**src/rtl/prn_release_queue_pkg.sv**
```systemverilog
// Shared types and sizing for the PRN release queue.
// The optional duplicate check is enabled by defining PRN_RELEASE_DUP_CHECK_EN.
package prn_release_queue_pkg;

    localparam int unsigned N                     = 2;
    localparam int unsigned PHYS_REG_SZ_R10K      = 64;
    localparam int unsigned PRN_WIDTH             = $clog2(PHYS_REG_SZ_R10K);
    localparam int unsigned FREE_LIST_CTR_WIDTH   = $clog2(PHYS_REG_SZ_R10K) + 1;
    localparam int unsigned PRN_RELEASE_DEPTH     = 8;
    localparam int unsigned PRN_RELEASE_PTR_WIDTH = $clog2(PRN_RELEASE_DEPTH);
    localparam int unsigned LANE_CNT_WIDTH        = $clog2(N + 1);

    typedef logic [PRN_WIDTH-1:0] prn_t;

    typedef struct packed {
        logic valid;
        prn_t prn;
    } free_list_packet_t;

    localparam int unsigned PKT_WIDTH = $bits(free_list_packet_t);

endpackage

```
**src/rtl/prn_release_queue_lane_compact.sv**
```systemverilog
// prn_lane_compact: turns a sparse lane-valid vector into dense per-lane destination
// offsets (count of valid lanes below each lane) plus the total number of valid lanes.
module prn_lane_compact #(
    parameter int unsigned LANES = 2,
    parameter int unsigned CNT_W = $clog2(LANES + 1)
) (
    input  logic [LANES-1:0]       valid_i,
    output logic [LANES*CNT_W-1:0] offset_o,
    output logic [CNT_W-1:0]       total_o
);

    logic [CNT_W-1:0] run;

    always_comb begin
        run      = '0;
        offset_o = '0;
        for (int i = 0; i < LANES; i++) begin
            offset_o[i*CNT_W +: CNT_W] = run;
            if (valid_i[i]) begin
                run = run + CNT_W'(1);
            end
        end
        total_o = run;
    end

endmodule

```
**src/rtl/prn_release_queue.sv**
```systemverilog
// Circular queue of retired Told PRNs, drained densely into the free list under credit.
// Define PRN_RELEASE_DUP_CHECK_EN to build the in-queue bitmap and duplicate rejection.
module prn_release_queue
    import prn_release_queue_pkg::*;
#(
    parameter int unsigned SIZE  = PHYS_REG_SZ_R10K,
    parameter int unsigned DEPTH = PRN_RELEASE_DEPTH
) (
    input  logic                           clock,
    input  logic                           reset,
    input  logic [N*PKT_WIDTH-1:0]         release_packet,
    input  logic [FREE_LIST_CTR_WIDTH-1:0] push_credit,
    output logic [N*PKT_WIDTH-1:0]         push_packet,
    output logic                           stall,
    output logic [$clog2(DEPTH):0]         count,
    output logic                           overflow,
    output logic                           dup_error
);

    localparam int unsigned PTR_W = $clog2(DEPTH);
    localparam int unsigned CNT_W = PTR_W + 1;

    if (DEPTH < 2 * N || (DEPTH & (DEPTH - 1)) != 0 || SIZE > (1 << PRN_WIDTH)) begin : g_bad_cfg
        $error("prn_release_queue: DEPTH must be a power of two >= 2*N and SIZE must fit a PRN");
    end

    free_list_packet_t [N-1:0] rel;
    free_list_packet_t [N-1:0] push_vec;

    assign rel         = release_packet;
    assign push_packet = push_vec;

    prn_t             mem_q [DEPTH];
    prn_t             mem_d [DEPTH];
    logic [PTR_W-1:0] head_q, head_d;
    logic [PTR_W-1:0] tail_q, tail_d;
    logic [CNT_W-1:0] count_q, count_d;
    logic             overflow_q, overflow_d;

    logic [N-1:0]                enq_valid;
    logic [N-1:0]                enq_accept;
    logic [N*LANE_CNT_WIDTH-1:0] enq_offset;
    logic [LANE_CNT_WIDTH-1:0]   enq_total;
    logic [LANE_CNT_WIDTH-1:0]   enq_m;
    logic [LANE_CNT_WIDTH-1:0]   deq_k;

    int unsigned               k_tmp;
    int unsigned               cap;
    int unsigned               m_tmp;
    logic [LANE_CNT_WIDTH-1:0] off;

    // k = min(N, count, credit); credit above N is clamped here.
    always_comb begin
        k_tmp = N;
        if (32'(count_q) < k_tmp) begin
            k_tmp = 32'(count_q);
        end
        if (32'(push_credit) < k_tmp) begin
            k_tmp = 32'(push_credit);
        end
        deq_k = LANE_CNT_WIDTH'(k_tmp);
    end

    always_comb begin
        push_vec = '0;
        for (int i = 0; i < N; i++) begin
            if (i < int'(deq_k)) begin
                push_vec[i].valid = 1'b1;
                push_vec[i].prn   = mem_q[head_q + PTR_W'(i)];
            end
        end
    end

`ifdef PRN_RELEASE_DUP_CHECK_EN
    logic [SIZE-1:0] in_queue_q, in_queue_d;
    logic            dup_error_q, dup_error_d;
    logic            dup_hit;
    logic            seen;

    // Drop a lane whose PRN is already queued or repeats a lower lane this cycle.
    always_comb begin
        enq_valid = '0;
        dup_hit   = 1'b0;
        seen      = 1'b0;
        for (int i = 0; i < N; i++) begin
            if (rel[i].valid) begin
                seen = in_queue_q[rel[i].prn];
                for (int j = 0; j < i; j++) begin
                    if (rel[j].valid && rel[j].prn == rel[i].prn) begin
                        seen = 1'b1;
                    end
                end
                enq_valid[i] = !seen;
                dup_hit      = dup_hit | seen;
            end
        end
    end

    always_comb begin
        in_queue_d = in_queue_q;
        for (int i = 0; i < N; i++) begin
            if (push_vec[i].valid) begin
                in_queue_d[push_vec[i].prn] = 1'b0;
            end
        end
        for (int i = 0; i < N; i++) begin
            if (enq_accept[i]) begin
                in_queue_d[rel[i].prn] = 1'b1;
            end
        end
        dup_error_d = dup_error_q | dup_hit;
    end

    always_ff @(posedge clock) begin
        if (reset) begin
            in_queue_q  <= '0;
            dup_error_q <= 1'b0;
        end else begin
            in_queue_q  <= in_queue_d;
            dup_error_q <= dup_error_d;
        end
    end

    assign dup_error = dup_error_q;
`else
    always_comb begin
        enq_valid = '0;
        for (int i = 0; i < N; i++) begin
            enq_valid[i] = rel[i].valid;
        end
    end

    assign dup_error = 1'b0;
`endif

    prn_lane_compact #(
        .LANES (N),
        .CNT_W (LANE_CNT_WIDTH)
    ) u_lane_compact (
        .valid_i  (enq_valid),
        .offset_o (enq_offset),
        .total_o  (enq_total)
    );

    // Slots freed by this cycle's dequeue are reusable by this cycle's enqueue.
    always_comb begin
        cap   = DEPTH - 32'(count_q) + 32'(deq_k);
        m_tmp = 32'(enq_total);
        if (cap < m_tmp) begin
            m_tmp = cap;
        end
        enq_m      = LANE_CNT_WIDTH'(m_tmp);
        enq_accept = '0;
        off        = '0;
        mem_d      = mem_q;
        for (int i = 0; i < N; i++) begin
            off = enq_offset[i*LANE_CNT_WIDTH +: LANE_CNT_WIDTH];
            if (enq_valid[i] && (32'(off) < cap)) begin
                enq_accept[i]                 = 1'b1;
                mem_d[tail_q + PTR_W'(off)] = rel[i].prn;
            end
        end
        head_d     = head_q + PTR_W'(deq_k);
        tail_d     = tail_q + PTR_W'(enq_m);
        count_d    = count_q - CNT_W'(deq_k) + CNT_W'(enq_m);
        overflow_d = overflow_q | (|(enq_valid & ~enq_accept));
    end

    always_ff @(posedge clock) begin
        if (reset) begin
            head_q     <= '0;
            tail_q     <= '0;
            count_q    <= '0;
            overflow_q <= 1'b0;
        end else begin
            head_q     <= head_d;
            tail_q     <= tail_d;
            count_q    <= count_d;
            overflow_q <= overflow_d;
        end
    end

    // Storage needs no reset: only entries between head and tail are ever read.
    always_ff @(posedge clock) begin
        mem_q <= mem_d;
    end

    assign count    = count_q;
    assign overflow = overflow_q;
    assign stall    = (CNT_W'(DEPTH) - count_q) < CNT_W'(N);

endmodule

```
**config.mk**
```make
export PLATFORM = sky130hd
export DESIGN_NAME = prn_release_queue
export DESIGN_NICKNAME = d
export VERILOG_FILES = /design/src/rtl/prn_release_queue_pkg.sv /design/src/rtl/prn_release_queue_lane_compact.sv /design/src/rtl/prn_release_queue.sv
export SDC_FILE = /design/constraint.sdc
export NUM_CORES = 1
export LEC_CHECK = 0
export CORE_MARGIN = 1
export CORE_UTILIZATION = 35
export CTS_BUF_LIST = sky130_fd_sc_hd__clkbuf_2
export CTS_CLUSTER_SIZE = 40
export DETAILED_ROUTE_END_ITERATION = 8
export GPL_ROUTABILITY_DRIVEN = 0
export PLACE_DENSITY = 0.53
export REMOVE_ABC_BUFFERS = 1
export SLEW_MARGIN = 20
export SYNTH_ARGS = -nofsm -noshare
export SYNTH_HDL_FRONTEND = slang
export SYNTH_SLANG_ARGS = --single-unit
```
**constraint.sdc**
```tcl
create_clock -name clock -period 9.2 [get_ports clock]
set_clock_uncertainty 0.05 [all_clocks]
set_input_delay 2.76 -clock clock [delete_from_list [all_inputs] [get_ports clock]]
set_output_delay 2.76 -clock clock [all_outputs]
set_load 0.01 [all_outputs]
```
* Yosys cells after proc, flatten, opt, wreduce, memory -nomap -nowiden
Index checks and enable logic that the tools add are counted.
Word-level totals: register bits after elaboration 59, bits in latches 0, bits in writable memories 0, bits in read-only memories 0, input port bits 23, output and inout port bits 21, logic and storage cells 71, memories kept 0
Cells by class: $add $sub $neg 10, $mul 0, div/mod/pow operators 0, $lt $le $gt $ge 14, equality and inequality tests 0, shift-type cells 0, muxes and demuxes 23, bitwise operators 7, reductions and logical operators 5
Operator list (number):
- $bwmux 48 | 2
- $mux 48 | 2
- $bmux 6 s3 | 2
- $demux 6 s3 | 2
- $mux 6 | 6
- $lt 1x32->1 | 1
- $lt 1x32->1 const A | 1
- $lt 32x2->1 | 1
- $ge 4x4->1 const B | 4
- $not 3->4 | 4
- $mux 7 | 2
- $add 3x2->3 | 3
- $lt 4x1->1 const B | 2
- $lt 4x2->1 const B | 2
- $lt 7x4->1 | 1
- $add 5x3->6 | 1
- $mux 2 | 3
- $sub 4x4->5 const A | 1
- $add 4x2->4 | 1
- $logic_and 1x1->1 | 4
- $lt 1x2->1 const A | 2
- $mux 4 | 1
- $sub 4x2->4 | 1
- $sub 4x4->4 const A | 1
- 7 further kinds | 9

* Logic depth before layout (Yosys ltp)
Gate-level depths: netlist (run 1).
depth after elaboration 12, depth in mapped cells 25, gate-level depth less buffers 24

* By module
Synthesis (run 1) repeated with hierarchy kept, for this count alone.
Unflattened totals: cell total of the unflattened synthesis 523, area, all modules 4391.7 um2
By module, submodules not included:
- prn_release_queue | times used 1, cells an instance 517, area each 4345.4 um2, sequential area each 1181.1 um2
- prn_lane_compact | times used 1, cells an instance 6, area each 46.3 um2, sequential area each 0.0 um2

* Worst setup path before layout (run 1)
OpenSTA, ideal clock, no wires.
path type input port to output port, from input port push_credit[3], to output port push_packet[0], arrival 4511 ps, required time 6390 ps, setup slack 1879 ps, stages 9, buffers on the path 1, cells stage by stage ha_1 -> nor4_4 -> or2b_1 -> a21oi_4 -> or2_2 -> clkbuf_1 -> inv_1 -> nor2_1 -> nor2_1
Between the ends: cells in the longest elaborated chain, start to end 4
Ends and longest elaborated chain:
- start, declared | line prn_release_queue.sv:12 | input logic [FREE_LIST_CTR_WIDTH-1:0] push_credit,
- $lt 7x4->1 | line prn_release_queue.sv:58 | if (32'(push_credit) < k_tmp) begin
- $mux 2 | line prn_release_queue.sv:58
- $lt 1x2->1 | line prn_release_queue.sv:67 | if (i < int'(deq_k)) begin
- $mux 7 | line prn_release_queue.sv:67
- end, declared | line prn_release_queue.sv:13 | output logic [N*PKT_WIDTH-1:0] push_packet,
Every way passes these cells.

* Worst setup path in the final report (run 1)
Same ends and word-level chain as after synthesis.

==> results_dict.tcl, run 1 <==
set metrics [dict create \
    status "complete, no violations" \
    drive_gt1_frac 0.1117 \
    drv_slew 0 \
    crit_path_end_kind "output port" \
    postRouteAntennaNets 0 \
    async_flop_share 0 \
    die_h_um 113.8 \
    synth_top_cell_by_area "dfxtp_1" \
    final_nets 569 \
    hpwlAfterDp_mm 9.796 \
    fillers 1235 \
    ctsHoldBuffers 0 \
    routed_wl_mm 13.28 \
    synth_edf_count 0 \
    finalSetupViolCount 0 \
    grt_setup_unrepaired "no" \
    yosysUniqueCellTypes 49 \
    period_share 0.8826 \
    ir_drop_mv 0.1019 \
    design.core.area_um2 12110 \
    fin_tns_setup_ns 0 \
    yosysSeqAreaShare 0.2699 \
    total_power_mw 2.012 \
    multi_input_area_um2 2902 \
    yosysTopAreaCellShare 0.2699 \
    grt_overflow 0 \
    initial_core_util 0.3614 \
    clk_latency_ns 0.52 \
    synth.yosys.warnings 0 \
    cellLeakagePower_nw 1.751 \
    worstSetupPathType "primary input to output port" \
    drtIter0Drc 369 \
    num_vias 4070 \
    cts_buffers 9 \
    htreeDepth 3 \
    antenna_found_initial 1 \
    avgViaCountPerCell 5.839 \
    cap_viol_max_count 0 \
    post_cts_buffers 0 \
    wire_per_inst_um 19.06 \
    clockBufferDepth 2 \
    grt_max_degree 41 \
    synth_area_leaders "dfxtp_1 (27%), mux4_2 (12%), or3_1 (7.3%)" \
    syn_to_final_growth_pct 13.92 \
    slew_headroom 0.3788 \
    hold_class "register to register" \
    synth_seq_cells 59 \
    drt_pass1_iterations 5 \
    rows 40 \
    final_util 0.4117 \
    cts.sinks 59 \
    dieWidth_um 113.8 \
    synth_flop_cell "dfxtp_1" \
    grt_pass1_vias 3698 \
    p_per_area_nw_per_um2 403.5 \
    synth_area_per_cell_um2 8.582 \
    syn_area_um2 4377 \
    critical_path_required_ns 6.39 \
    cts_tree "yes" \
    drc 0 \
    cp_max_fo 9 \
    grt_util_all_layers 0.2119 \
    cp.arrival_ns 5.31 \
    grt_pass1_wl_mm 20.82 \
    critPathLaunchType "primary input" \
    clk_pin_slew_worst_paths_ns 0.16 \
    synthCells 510 \
    cts-root-buf "clkbuf_2" \
    min_period_ns 8.120 \
    area.sequential_um2 1181 \
    die_area_um2 12960 \
    port_buffers 42 \
    cts_resized 0 \
    tightest_slew_ns 0.9286 \
    hold_viol 0 \
    fmax_mhz 123.2 \
    ios 44 \
]
metrics by stage:
| stage | cell area (um2) | hold slack (ns) | cells | setup slack (ns) |
|---|---|---|---|---|
| after CTS | 4984 | 0.4116 | 696 | 1.021 |
| after floorplan | 4129 | 0.4135 | 463 | 1.511 |
| after global placement | 4826 | 0.3855 | 679 | 1.126 |
| final | 4986 | 0.4056 | 697 | 1.080 |
| after detailed placement | 4853 | 0.3900 | 680 | 1.020 |
| after global routing | 4986 | 0.4242 | 697 | 0.8777 |
per-layer routing:
metal  GRT usage  up-vias  routed length (um)
met2      0.3049      189                5774
li1            -     1924                   -
met1      0.3163     1942                6211
met4     0.06407        0                 174
met3     0.04357       15                1123
met5           0        -                   0
report_power, final:
group | leakage (nW) | switching (mW) | internal, mW | total, mW
registers | 0.495 | 0.155 | 0.390 | 0.545
logic | 1.18 | 0.653 | 0.617 | 1.27
clock network | 0.0770 | 0.108 | 0.0888 | 0.197
cell usage after synthesis (2+ instances only):
master,instances
a21o_1,2
a21oi_1,8
a31oi_1,48
buf_1,10
buf_2,2
buf_6,6
clkbuf_1,24
dfxtp_1,59
dlygate4sd1_1,4
fa_1,3
ha_1,20
inv_1,18
mux2_1,3
mux2i_1,16
mux4_2,24
nand2_1,29
nand2b_1,5
nand3_1,6
nand4_1,4
nor2_1,25
nor2b_1,4
nor3_1,48
o21ai_0,50
or2_1,6
or2_2,5
or3_1,51
xnor2_1,4
xor2_1,5
critical path, cell delays in order:
cell and delay, ns:
clkdlybuf4s50_1 0.40, ha_1 0.23, nor4_4 0.18, or2b_1 0.29
a21oi_4 0.20, or2_2 0.27, inv_1 0.09, nor2_1 0.17
buf_4 0.19, nor2_1 0.06, clkdlybuf4s50_1 0.47
cell families after synthesis:
kind of cell / count (synthesis) / share of synthesized area
flops: 59 / 0.2699
xor+xnor: 9 / 0.01801
other cells: 1 / 0.0008568
compound gates: 120 / 0.1670
simple gates: 189 / 0.2304
mux: 44 / 0.1710
fa+ha+maj: 23 / 0.07090
buf+inv: 65 / 0.07204
worst paths after layout:
check	startpoint	endpoint	slack (ns)	cells after the start
worst max-delay path	push_credit[3]	push_packet[0]	1.08	11
worst min-delay path	overflow	overflow	0.41	2
worst max register to register	count[2]	count[3]	3.57	23
worst min register to register	overflow	overflow	0.41	2
state kept, by name, indices dropped and copies added, names as in the netlist:
register  cells
count         4
mem_q        48
head_q        3
overflow      1
tail_q        3
layout make-up:
cell class                      instances  area share
Antenna cell                            1   0.0005019
Clock buffer                           10     0.01004
Clock inverter                          6     0.01606
Inverter                               18     0.01355
Multi-Input combinational cell        386      0.5819
Sequential cell                        59      0.2369
Tap cell                              168     0.04216
Timing Repair Buffer                   49     0.09887
cells in the final DEF (no fill, tap or decap), drive strengths merged, types with 3 or more instances in the layout:
master | Yosys | layout
a21oi | 9 | 9
a31oi | 48 | 48
buf | 19 | 7
clkbuf | 24 | 10
clkdlybuf4s50 | 0 | 42
clkinv | 0 | 3
dfxtp | 59 | 59
fa | 3 | 3
ha | 20 | 20
inv | 18 | 18
mux2 | 3 | 3
mux2i | 17 | 17
mux4 | 24 | 24
nand2 | 29 | 29
nand2b | 5 | 5
nand3 | 6 | 6
nand4 | 4 | 4
nor2 | 25 | 25
nor2b | 5 | 5
nor3 | 48 | 48
o21ai | 50 | 50
or2 | 11 | 11
or3 | 51 | 51
xnor2 | 4 | 4
xor2 | 5 | 5
(Power assumes the default switching activity.)
==> inputs of run 2 (changes only) <==
--- a/config.mk
+++ b/config.mk
@@ -8,11 +8,13 @@
 export CORE_MARGIN = 1
 export CORE_UTILIZATION = 35
 export CTS_BUF_LIST = sky130_fd_sc_hd__clkbuf_2
+export CTS_CLUSTER_DIAMETER = 30
 export CTS_CLUSTER_SIZE = 40
 export DETAILED_ROUTE_END_ITERATION = 8
 export GPL_ROUTABILITY_DRIVEN = 0
 export PLACE_DENSITY = 0.53
 export REMOVE_ABC_BUFFERS = 1
+export SETUP_SLACK_MARGIN = 0.3
 export SLEW_MARGIN = 20
 export SYNTH_ARGS = -nofsm -noshare
 export SYNTH_HDL_FRONTEND = slang
==> constraint.sdc (replaced) <==
create_clock -name clock -period 9.2 [get_ports clock]
set_clock_uncertainty 0.05 [all_clocks]
set_input_delay 2.76 -clock clock [delete_from_list [all_inputs] [get_ports clock]]
set_output_delay 2.76 -clock clock [all_outputs]
set_load 0.02 [all_outputs]
==> results_dict.tcl, run 2 (synthesis gave the netlist of run 1 again) <==
set metrics [dict create \
    cellLeakagePower_nw 1.728 \
    globalRouteMet2Util 0.3150 \
    layout_setup_ws_ns 0.9929 \
    postRouteAntennaNets 0 \
    period_share 0.8921 \
    fmax_mhz 121.8 \
    grt_setup_unrepaired "no" \
    grt_util_all_layers 0.2129 \
    hpwlAfterDp_mm 9.746 \
    final_nets 569 \
    design.core.area_um2 12110 \
    cts-root-buf "clkbuf_2" \
    worstSetupPathType "primary input to output port" \
    largest_reg_flops 48 \
    rows 40 \
    cts.sinks 59 \
    critPathLaunchType "primary input" \
    hold_class "register to register" \
    area.sequential_um2 1181 \
    status "complete, no violations" \
    cts_tree "yes" \
    multi_input_area_um2 2902 \
    dieWidth_um 113.8 \
    critical_path_required_ns 6.39 \
    drc 0 \
    p_per_area_nw_per_um2 409.7 \
    grt_max_degree 41 \
    cap_viol_max_count 0 \
    stdcell_count 697 \
    busiest_layer "met2" \
    post_cts_buffers 0 \
    slowest_stage "clkdlybuf4s50_1" \
    clk_pin_slew_worst_paths_ns 0.17 \
    tightest_slew_ns 0.8728 \
    ir_drop_mv 0.1028 \
    crit_family "buffers and inverters" \
    avgViaCountPerCell 5.795 \
    clockBufferDepth 2 \
    drv_slew 0 \
    grt_pass1_vias 3818 \
    finalSetupViolCount 0 \
    hold_viol 0 \
    port_buffers 42 \
    total_power_mw 2.031 \
    crit_path_cell_trace "clkdlybuf4s50_1 -> ha_1 -> nor4_4 -> or2b_1 -> a21oi_4 -> or2_2 -> inv_1 -> nor2_1 -> buf_4 -> nor2_1 -> clkdlybuf4s50_1" \
    grtUsageMet3 0.04782 \
    cts_resized 0 \
    min_period_ns 8.207 \
    die_area_um2 12960 \
    htreeDepth 3 \
    mostFrequentLayoutCells "dfxtp_1 (59), or3_1 (51), o21ai_0 (50)" \
    cp.arrival_ns 5.40 \
    dp_cells 680 \
    final_cell_area_um2 4957 \
    final_util 0.4093 \
    initial_core_util 0.3614 \
    top_register "mem_q" \
    drive_gt1_frac 0.1117 \
    clk_latency_ns 0.52 \
    ctsHoldBuffers 0 \
    grt_overflow 0 \
    place_ws_ns 0.9556 \
    syn_to_final_growth_pct 13.26 \
    max_stage_delay_ns 0.54 \
    die_h_um 113.8 \
    slew_headroom 0.4161 \
    grtUsageMet1 0.3068 \
    crit_path_end_kind "output port" \
    grt_pass1_wl_mm 20.89 \
    routed_wl_mm 13.29 \
    antenna_found_initial 1 \
    cts_buffers 9 \
    fin_hold_ws_ns 0.4080 \
    ios 44 \
    dpl_cell_area_um2 4841 \
    layout_commonest_cell "dfxtp_1" \
    cp_max_fo 9 \
    fillers 1254 \
    fin_tns_setup_ns 0 \
    drt_pass1_iterations 5 \
    wire_per_inst_um 19.07 \
    num_vias 4039 \
    drtIter0Drc 331 \
    crit_buf_inv 4 \
]
==> run 2: cell types whose count changed in the layout (fill, tap and decap cells not counted) <==
cell / before / now
clkinvlp_4: 1 / 3
clkbuf_2: 10 / 9
buf_8: 0 / 1
buf_16: 1 / 0
bufinv_16: 2 / 1
clkinv_4: 0 / 1
clkinv_2: 1 / 0
==> run 2: final timing paths <==
check | startpoint | to | slack (ns) | cells after the start
min | overflow | overflow | 0.41 | 2
max | push_credit[3] | push_packet[0] | 0.99 | 11
min reg2reg | overflow | overflow | 0.41 | 2
max reg2reg | count[2] | count[3] | 3.57 | 23
==> run 2: area by class of cell <==
cell class                      instances  area share
Multi-Input combinational cell        386      0.5853
Sequential cell                        59      0.2383
Timing Repair Buffer                   49     0.09692
Tap cell                              168     0.04240
Clock inverter                          7     0.01388
Inverter                               18     0.01363
Clock buffer                            9    0.009086
Antenna cell                            1   0.0005048
==> run 2: worst min-delay path: stages, from the launching register on <==
cell     delay [ns]
dfxtp_1        0.35
inv_1          0.05
a21oi_1        0.05
==> run 2: layer usage <==
layer | vias to the layer above | wire, um
li1 | 1934 | -
met1 | 1899 | 6180
met2 | 184 | 5679
met3 | 22 | 1168
met4 | 0 | 266
met5 | - | 0
==> run 2: where the power goes <==
group	switching [mW]	leakage, nW	total (mW)	internal, mW
Combinational	0.705	1.17	1.31	0.610
Clock	0.112	0.0592	0.173	0.0609
Sequential	0.153	0.495	0.544	0.390
==> inputs of run 3 (changes only) <==
--- a/config.mk
+++ b/config.mk
@@ -12,6 +12,7 @@
 export CTS_CLUSTER_SIZE = 40
 export DETAILED_ROUTE_END_ITERATION = 8
 export GPL_ROUTABILITY_DRIVEN = 0
+export GPL_TIMING_DRIVEN = 0
 export PLACE_DENSITY = 0.53
 export REMOVE_ABC_BUFFERS = 1
 export SETUP_SLACK_MARGIN = 0.3
==> results_dict.tcl, run 3 (synthesis gave the netlist of run 1 again) <==
set metrics [dict create \
    max_stage_delay_ns 0.63 \
    drt_pass1_iterations 5 \
    cts.sinks 59 \
    crit_family "compound AO/OA/AOI/OAI gates" \
    crit_path_end_kind "output port" \
    critical_path_required_ns 6.39 \
    mostFrequentLayoutCells "dfxtp_1 (58), or3_1 (51), o21ai_0 (50)" \
    hpwlAfterDp_mm 9.608 \
    top_register "mem_q" \
    cts-root-buf "clkbuf_2" \
    die_area_um2 12960 \
    whs_path_depth 2 \
    dieWidth_um 113.8 \
    grt_pass1_vias 3649 \
    drtIter0Drc 221 \
    worstSetupPathType "primary input to output port" \
    post_cts_buffers 0 \
    cts_buffers 9 \
    fmax_mhz 116.0 \
    initial_core_util 0.3614 \
    slew_headroom 0.3717 \
    hold_class "register to register" \
    layout_commonest_cell "dfxtp_1" \
    status "complete, no violations" \
    slowest_stage "clkdlybuf4s50_1" \
    avgViaCountPerCell 5.800 \
    ios 44 \
    finalSetupViolCount 0 \
    clockBufferDepth 2 \
    postRouteAntennaNets 0 \
    fin_tns_setup_ns 0 \
    grt_pass1_wl_mm 20.69 \
    crit_cells 8 \
    cp.arrival_ns 5.81 \
    p_seq_frac 0.271 \
    design.core.area_um2 12110 \
    rr_worst_depth 22 \
    critPathLaunchType "primary input" \
    drive_gt1_frac 0.1124 \
    clk_latency_ns 0.54 \
    wire_per_inst_um 19.01 \
    htreeDepth 3 \
    switchingPower_uw 974.9 \
    crit_path_cell_trace "clkdlybuf4s50_1 -> ha_1 -> o21a_2 -> a21bo_2 -> o21ai_0 -> nor2_1 -> nor2_1 -> clkdlybuf4s50_1" \
    syn_to_final_growth_pct 14.64 \
    swShare 0.4712 \
    ctsHoldBuffers 0 \
    tightest_slew_ns 0.9393 \
    cts_resized 0 \
    pwr-share-clk 0.088 \
    p_int_mw 1.094 \
    cellLeakagePower_nw 1.750 \
    final_nets 566 \
    crit_buf_inv 2 \
    antenna_found_initial 1 \
    min_period_ns 8.617 \
    drv_slew 0 \
    cts_tree "yes" \
    cp_max_fo 7 \
    p_comb_frac 0.641 \
    hold_viol 0 \
    clk_pin_slew_worst_paths_ns 0.20 \
    grt_max_degree 40 \
    grt_setup_unrepaired "no" \
    fin_hold_ws_ns 0.4067 \
    fillers 1233 \
    p_per_area_nw_per_um2 412.3 \
    num_vias 4025 \
    largest_reg_flops 48 \
    routed_wl_mm 13.19 \
    port_buffers 42 \
    ir_drop_mv 0.1038 \
    cap_viol_max_count 0 \
    grt_util_all_layers 0.2107 \
    grt_overflow 0 \
    rows 40 \
    drc 0 \
    period_share 0.9367 \
    die_h_um 113.8 \
]
run 3: cell count changes in the layout (fill, tap and decap cells not counted), sizes merged:
| cell | previous run | this run |
|---|---|---|
| clkinvlp | 3 | 1 |
| inv | 18 | 19 |
| clkinv | 3 | 4 |
| buf | 7 | 4 |
run 3: per-stage QoR:
step | power, mW | utilization | cells | instance area (um2) | setup WS [ns]
after global placement | 1.775 | 0.3930 | 673 | 4760 | -0.6563
after floorplan | 1.381 | - | 463 | 4129 | 1.511
final | 2.069 | 0.4143 | 694 | 5017 | 0.5826
after global routing | 2.222 | 0.4143 | 694 | 5017 | 0.3721
after detailed placement | 1.885 | 0.4039 | 677 | 4892 | 0.5203
after CTS | 2.066 | 0.4141 | 693 | 5015 | 0.5073
run 3: power groups by stage:
stage / sequential, mW / clock [mW] / combinational [mW]
6_report: 0.561 / 0.182 / 1.33
5_1_grt: 0.580 / 0.197 / 1.45
4_1_cts: 0.555 / 0.185 / 1.33
3_5_place_dp: 0.563 / 0 / 1.32
3_3_place_gp: 0.554 / 0 / 1.22
2_1_floorplan: 0.500 / 0 / 0.882
run 3: per-layer routing:
| layer | wire (um) | up-vias | GRT usage |
|---|---|---|---|
| met3 | 1102 | 10 | 0.04995 |
| met5 | 0 | - | 0 |
| met1 | 6158 | 1919 | 0.3006 |
| met2 | 5807 | 167 | 0.3154 |
| li1 | - | 1929 | - |
| met4 | 121 | 0 | 0.06147 |
run 3: worst reg2reg max path, stage by stage (launching register included):
cell,delay (ns)
dfxtp_1,0.40
inv_1,0.20
ha_1,0.20
nor2b_4,0.19
nand2_1,0.08
ha_1,0.30
o21a_2,0.25
a21bo_2,0.24
o21ai_0,0.61
ha_1,0.28
ha_1,0.23
xor2_1,0.18
mux2_1,0.33
o32ai_1,0.27
mux2i_1,0.19
a211o_1,0.38
mux2_1,0.35
ha_1,0.30
ha_1,0.29
a21o_1,0.16
a21oi_1,0.19
xnor2_1,0.14
nor2_1,0.05
run 3: area by class of cell:
type	instances	area [um2]	share of cell area
timing repair buffer	46	530.5	0.1057
clock inverter	7	77.57	0.01546
sequential	59	1182	0.2357
antenna	1	2.502	0.0004988
clock buffer	9	45.04	0.008978
tap	168	210.2	0.04190
multi-input combinational	386	2902	0.5783
inverter	18	67.56	0.01347
run 3: path summary, 6_finish.rpt:
check                                     from        endpoint  slack (ns)
worst max-delay path            push_credit[2]  push_packet[3]        0.58
worst min-delay path                  overflow        overflow        0.41
worst max register to register        count[2]        count[3]        3.27
worst min register to register        overflow        overflow        0.41
